File: config.mk
export PLATFORM = sky130hd
export DESIGN_NAME = microc_run_ctrl
export DESIGN_NICKNAME = d
export VERILOG_FILES = /design/src/rtl/microc_run_ctrl_pkg.sv /design/src/rtl/microc_run_ctrl_decode.sv /design/src/rtl/microc_run_ctrl.sv
export SDC_FILE = /design/constraint.sdc
export NUM_CORES = 1
export LEC_CHECK = 0
export CORE_MARGIN = 5
export CORE_UTILIZATION = 42
export CTS_CLUSTER_DIAMETER = 100
export DETAILED_ROUTE_END_ITERATION = 16
export MAX_ROUTING_LAYER = met4
export PLACE_DENSITY = 0.79
export SLEW_MARGIN = 20
export SYNTH_ARGS = -nofsm -noshare
export SYNTH_HDL_FRONTEND = slang
export SYNTH_SLANG_ARGS = --single-unit
File: constraint.sdc
create_clock -name clk -period 2.3 [get_ports clk]
set_input_delay 0.46 -clock clk [delete_from_list [all_inputs] [get_ports clk]]
set_output_delay 0.46 -clock clk [all_outputs]
set_load 0.1 [all_outputs]
File: src/rtl/microc_run_ctrl_pkg.sv
// Shared constants and types for the microc sequencing controller:
// opcode classes, control sub-ops, ALU codes and run-control state encoding.
package microc_run_ctrl_pkg;

    localparam logic [1:0] CLS_CTRL = 2'b00;
    localparam logic [1:0] CLS_REG  = 2'b01;
    localparam logic [1:0] CLS_IMM  = 2'b10;
    localparam logic [1:0] CLS_ILL  = 2'b11;

    localparam logic [3:0] OP_J   = 4'b0000;
    localparam logic [3:0] OP_JZ  = 4'b0001;
    localparam logic [3:0] OP_JNZ = 4'b0010;
    localparam logic [3:0] OP_NOP = 4'b0011;

    localparam logic [2:0] ALU_PASS = 3'b000;
    localparam logic [2:0] ALU_ADD  = 3'b010;
    localparam logic [2:0] ALU_SUB  = 3'b011;
    localparam logic [2:0] ALU_AND  = 3'b100;

    typedef enum logic [1:0] {
        ST_IDLE = 2'b00,
        ST_RUN  = 2'b01,
        ST_STEP = 2'b10,
        ST_HALT = 2'b11
    } run_state_e;

    typedef struct packed {
        logic       s_inc;
        logic       s_inm;
        logic       we;
        logic       wez;
        logic [2:0] alu_op;
    } ctrl_word_t;

    // Safe word: no writes, PC would advance by one (but pc_en gates it).
    localparam ctrl_word_t CTRL_SAFE = '{s_inc: 1'b1, s_inm: 1'b0, we: 1'b0,
                                         wez: 1'b0, alu_op: ALU_PASS};

endpackage

File: src/rtl/microc_run_ctrl_decode.sv
// Combinational opcode/zero-flag decoder producing the microc control word
// and an illegal-opcode indication.
module uc_decode
    import microc_run_ctrl_pkg::*;
(
    input  logic [5:0] opcode_i,
    input  logic       z_i,
    output ctrl_word_t ctrl_o,
    output logic       illegal_o
);

    always_comb begin
        ctrl_o    = CTRL_SAFE;
        illegal_o = 1'b0;
        case (opcode_i[5:4])
            CLS_REG: begin
                ctrl_o.alu_op = opcode_i[2:0];
                ctrl_o.we     = 1'b1;
                ctrl_o.wez    = 1'b1;
            end
            CLS_IMM: begin
                ctrl_o.alu_op = opcode_i[2:0];
                ctrl_o.we     = 1'b1;
                ctrl_o.s_inm  = 1'b1;
                // li only loads a register; it must not disturb the zero flag
                ctrl_o.wez    = (opcode_i[2:0] != ALU_PASS);
            end
            CLS_CTRL: begin
                case (opcode_i[3:0])
                    OP_J:    ctrl_o.s_inc = 1'b0;
                    OP_JZ:   ctrl_o.s_inc = ~z_i;
                    OP_JNZ:  ctrl_o.s_inc = z_i;
                    OP_NOP:  ctrl_o.s_inc = 1'b1;
                    default: illegal_o    = 1'b1;
                endcase
            end
            CLS_ILL:  illegal_o = 1'b1;
            default:  illegal_o = 1'b1;
        endcase
    end

endmodule

File: src/rtl/microc_run_ctrl.sv
// Run-control sequencer for the microc datapath: gates decoded control with an
// idle/run/step/halt FSM and counts retired instructions.
//
// state | meaning
// IDLE  | after reset, core parked, waiting for start/step
// RUN   | free-running, one instruction per cycle
// STEP  | executing exactly one instruction, then HALT
// HALT  | stopped by halt_req, single-step or illegal opcode
module microc_run_ctrl
    import microc_run_ctrl_pkg::*;
#(
    parameter int CNT_W           = 16,
    parameter bit HALT_ON_ILLEGAL = 1'b1
) (
    input  logic             clk,
    input  logic             reset,
    input  logic             start,
    input  logic             step,
    input  logic             halt_req,
    input  logic [5:0]       Opcode,
    input  logic             z,
    output logic             s_inc,
    output logic             s_inm,
    output logic             we,
    output logic             wez,
    output logic [2:0]       ALUOp,
    output logic             pc_en,
    output logic             running,
    output logic             halted,
    output logic             illegal,
    output logic [CNT_W-1:0] instr_count
);

    run_state_e       state_q;
    logic             illegal_q;
    logic [CNT_W-1:0] cnt_q;
    logic [CNT_W-1:0] cnt_d;

    ctrl_word_t dec_word;
    ctrl_word_t out_word;
    logic       dec_illegal;
    logic       exec;
    logic       stop_ill;

    uc_decode u_decode (
        .opcode_i  (Opcode),
        .z_i       (z),
        .ctrl_o    (dec_word),
        .illegal_o (dec_illegal)
    );

    assign exec     = (state_q == ST_RUN) || (state_q == ST_STEP);
    assign stop_ill = dec_illegal && HALT_ON_ILLEGAL;

    always_comb begin
        out_word = CTRL_SAFE;
        pc_en    = 1'b0;
        if (exec && !stop_ill) begin
            pc_en = 1'b1;
            // with halting disabled an illegal opcode retires as a nop
            out_word = dec_illegal ? CTRL_SAFE : dec_word;
        end
    end

    assign s_inc = out_word.s_inc;
    assign s_inm = out_word.s_inm;
    assign we    = out_word.we;
    assign wez   = out_word.wez;
    assign ALUOp = out_word.alu_op;

    assign cnt_d = (pc_en && (cnt_q != {CNT_W{1'b1}})) ? cnt_q + 1'b1 : cnt_q;

    always_ff @(posedge clk) begin
        if (reset) begin
            state_q   <= ST_IDLE;
            illegal_q <= 1'b0;
            cnt_q     <= '0;
        end else begin
            cnt_q <= cnt_d;
            case (state_q)
                ST_IDLE, ST_HALT: begin
                    if (start) begin
                        state_q   <= ST_RUN;
                        illegal_q <= 1'b0;
                    end else if (step) begin
                        state_q <= ST_STEP;
                    end
                end
                ST_RUN: begin
                    if (stop_ill) begin
                        state_q   <= ST_HALT;
                        illegal_q <= 1'b1;
                    end else if (halt_req) begin
                        state_q <= ST_HALT;
                    end
                end
                ST_STEP: begin
                    state_q <= ST_HALT;
                    if (stop_ill) begin
                        illegal_q <= 1'b1;
                    end
                end
                default: state_q <= ST_IDLE;
            endcase
        end
    end

    assign running     = (state_q == ST_RUN);
    assign halted      = (state_q == ST_HALT);
    assign illegal     = illegal_q;
    assign instr_count = cnt_q;

endmodule

==> metrics <==
leakage power total 0.738 nW; DR DRC count 0; actual slew at the worst max-slew pin 409 ps; Setup TNS Final 0 ps; CP Buf/Inv Count 4; 1st-pass router iterations 4; clock sink total 19; initial core utilization 44.6%; TritonCTS clock tree built; Int Pwr 0.000624 W; IO Pins 39; fmax 452 MHz; dominant cell type by area after synthesis dfxtp_1; Synth Instances 138; Layout Skew 7.49 ps; top cells by count, synth dfxtp_1 (19), nor2_1 (14), inv_1 (9), nand2_1 (9), xnor2_1 (9); critical path's slowest cell ha_4; dpl cell area 1790 sq um; yosys warns 0; Hold Fails Final Rpt 0; Mean Syn Cell Area 9.06 sq um; sw power 0.000543 W; layout net count 207; critical path's most frequent cell clkinvlp_4; Multi-input gate area 862 sq um; First DRT Iteration DRCs 84; Clock Tree Root clkbuf_4; Cell Pwr Density 637 nW/um^2; total track usage 16.3%; vias in the first global route 1186; worst slack at placement -369 ps; final setup fails 0; initial antenna violation count 0; RD Place Congestion 0.762; maximum buffer depth of the clock tree 2; vias per inst 5.50; sequential area share after synthesis 30.4%; sequential power share 31.6%; VDD IR max 0.000694 V; Clk Latency, worst-skew pair 300 ps; Yosys reg bits 19; via count 1194; Port-buffer cells 38; Post-CTS Hold Buffers 0; post-synthesis instance area 1250 sq um; Post-synth EDFFs 0; Antenna diodes 0; design area 1830 sq um; height of the die 64.6 um; CP top delay family buffers and inverters; row count 19; count of different cell masters after synthesis 44; FILL cells 235; Area Growth Syn to Fin 46.6%; startpoint types primary input; switching share of power 46.5%; H-Tree Level Count 1; pin count of the biggest net entering global routing 15; WP data required 1840 ps; HP Class reg2reg; WHS 528 ps; final slew viol count 0; status finished clean; DR WL/cell 14.6 um; ys async rst share 0%; Die Area 4170 sq um; Critical Path Max Stage Delay 260 ps; critical path, cell by cell buf_2 > clkinvlp_4 > ha_4 > or2b_4 > o211ai_4 > clkinvlp_4 > and2_4 > buf_12; final setup margin 86.4 ps; Num CTS Buffers 3; final worst-path cycle share 96.2%; share of layout cells above drive strength 1 39.2%; core footprint 2810 sq um; Clk pin slew, worst setup/hold paths 110 ps; share of the synthesized area in the top cell type 30.4%; CP Class in2out; Main synth FF type dfxtp_1; die width 64.6 um; worst-path fanout max 4; Critical Path End Type output pin; Slew headroom 72.5%; clock share of power 14.8%; syn_nets 158; Reg area 382 sq um; Area contributors post-synth dfxtp_1 (30%), ha_1 (8.0%), xnor2_1 (6.3%); top-count cell post-synth dfxtp_1; Detail Route Antenna Nets 0; hpwl dp 2540 um; Post-Route WL 3160 um; final global-route overflow total 0; CP Data Arrival Time 1750 ps; Max-cap violations 0; Comb pwr share 53.7%; first-pass GRT wire length 5330 um; minimum clock period 2210 ps; unrepaired setup endpoints after global routing false
[cell usage in the layout, fill, tap and decap left out, types with 2 or more instances in the layout]
cell / n
and4_1: 2
nand3_1: 5
xnor2_1: 9
ha_4: 2
nor4_2: 4
clkinvlp_4: 2
ha_1: 5
inv_1: 6
a31o_2: 2
a31oi_1: 2
a41oi_1: 2
clkdlybuf4s50_1: 9
nor2_1: 14
buf_12: 8
a21oi_1: 5
buf_4: 28
and2_4: 4
o21ai_0: 4
dfxtp_1: 18
nand4_1: 4
nor3_1: 5
a211oi_1: 2
clkbuf_4: 3
nand2_1: 9
[sequential cells by signal, indices dropped and copies added, names as in the netlist]
register / cells
state_q: 2
instr_count: 16
illegal: 1
[cell families after synthesis]
kind of cell	share of synthesized area, %
AND/OR/NAND/NOR	31.8
AO/OA/AOI/OAI	16.9
flip-flops	30.4
buffers and inverters	4.80
XOR/XNOR	6.31
adder cells (fa/ha/maj)	8.01
multiplexers	1.70
[metrics by stage]
stage / total power [W] / utilization, % / cells
final: 0.00117 / 65.3 / 217
after floorplan: 0.000806 / - / 138
after global placement: 0.000968 / 63.7 / 212
after detailed placement: 0.000986 / 63.7 / 212
after CTS: 0.00118 / 65.7 / 217
after global routing: 0.00122 / 65.3 / 217
[routing by layer]
metal	global-route usage, %	part of all wire (%)	vias to the layer above
li1	-	-	599
met1	18.9	42	568
met2	28.6	54	25
met3	4.49	4.0	2
met4	2.90	0.47	0
met5	-	0	-
[worst min-delay path, stage by stage, from the launching register on]
cell and delay, ps:
dfxtp_2 340, inv_1 100, a21oi_1 70
[final cells by class]
cell class              count  share of cell area [%]
flip-flops and latches     19                    20.8
repair buffers             48                    26.3
clock inverters             1                   0.273
clock buffers               3                    1.23
multi-input cells         106                    47.0
inverters                   9                    2.25
well taps                  31                    2.12
[worst paths after layout]
check | from | endpoint | slack (ps) | cells past startpoint
worst min-delay path | state_q[1]$_SDFFE_PP0P_ | state_q[1]$_SDFFE_PP0P_ | 530 | 2
worst min register to register | state_q[1]$_SDFFE_PP0P_ | state_q[1]$_SDFFE_PP0P_ | 530 | 2
worst max register to register | state_q[0]$_SDFFE_PP0P_ | instr_count[15]$_SDFFE_PP0P_ | 340 | 7
worst max-delay path | Opcode[4] | s_inm | 90 | 8
[power groups by stage]
| stage | sequential [W] | combinational (W) | clock, W |
|---|---|---|---|
| after global placement | 0.000372 | 0.000597 | 0 |
| final | 0.000369 | 0.000626 | 0.000172 |
| after detailed placement | 0.000374 | 0.000612 | 0 |
| after global routing | 0.000373 | 0.000653 | 0.000196 |
| after CTS | 0.000368 | 0.000631 | 0.000179 |
| after floorplan | 0.000461 | 0.000344 | 0 |
[what timing repair did]
| action | in CTS | in global routing |
|---|---|---|
| endpoints found under the setup margin | 9 | 4 |
| setup buffers | 1 | 0 |
| pin swaps | 0 | 1 |
| gates resized for setup | 10 | 3 |
| endpoints found under the hold margin | 0 | 0 |
Power figures use the tool's default switching activity.
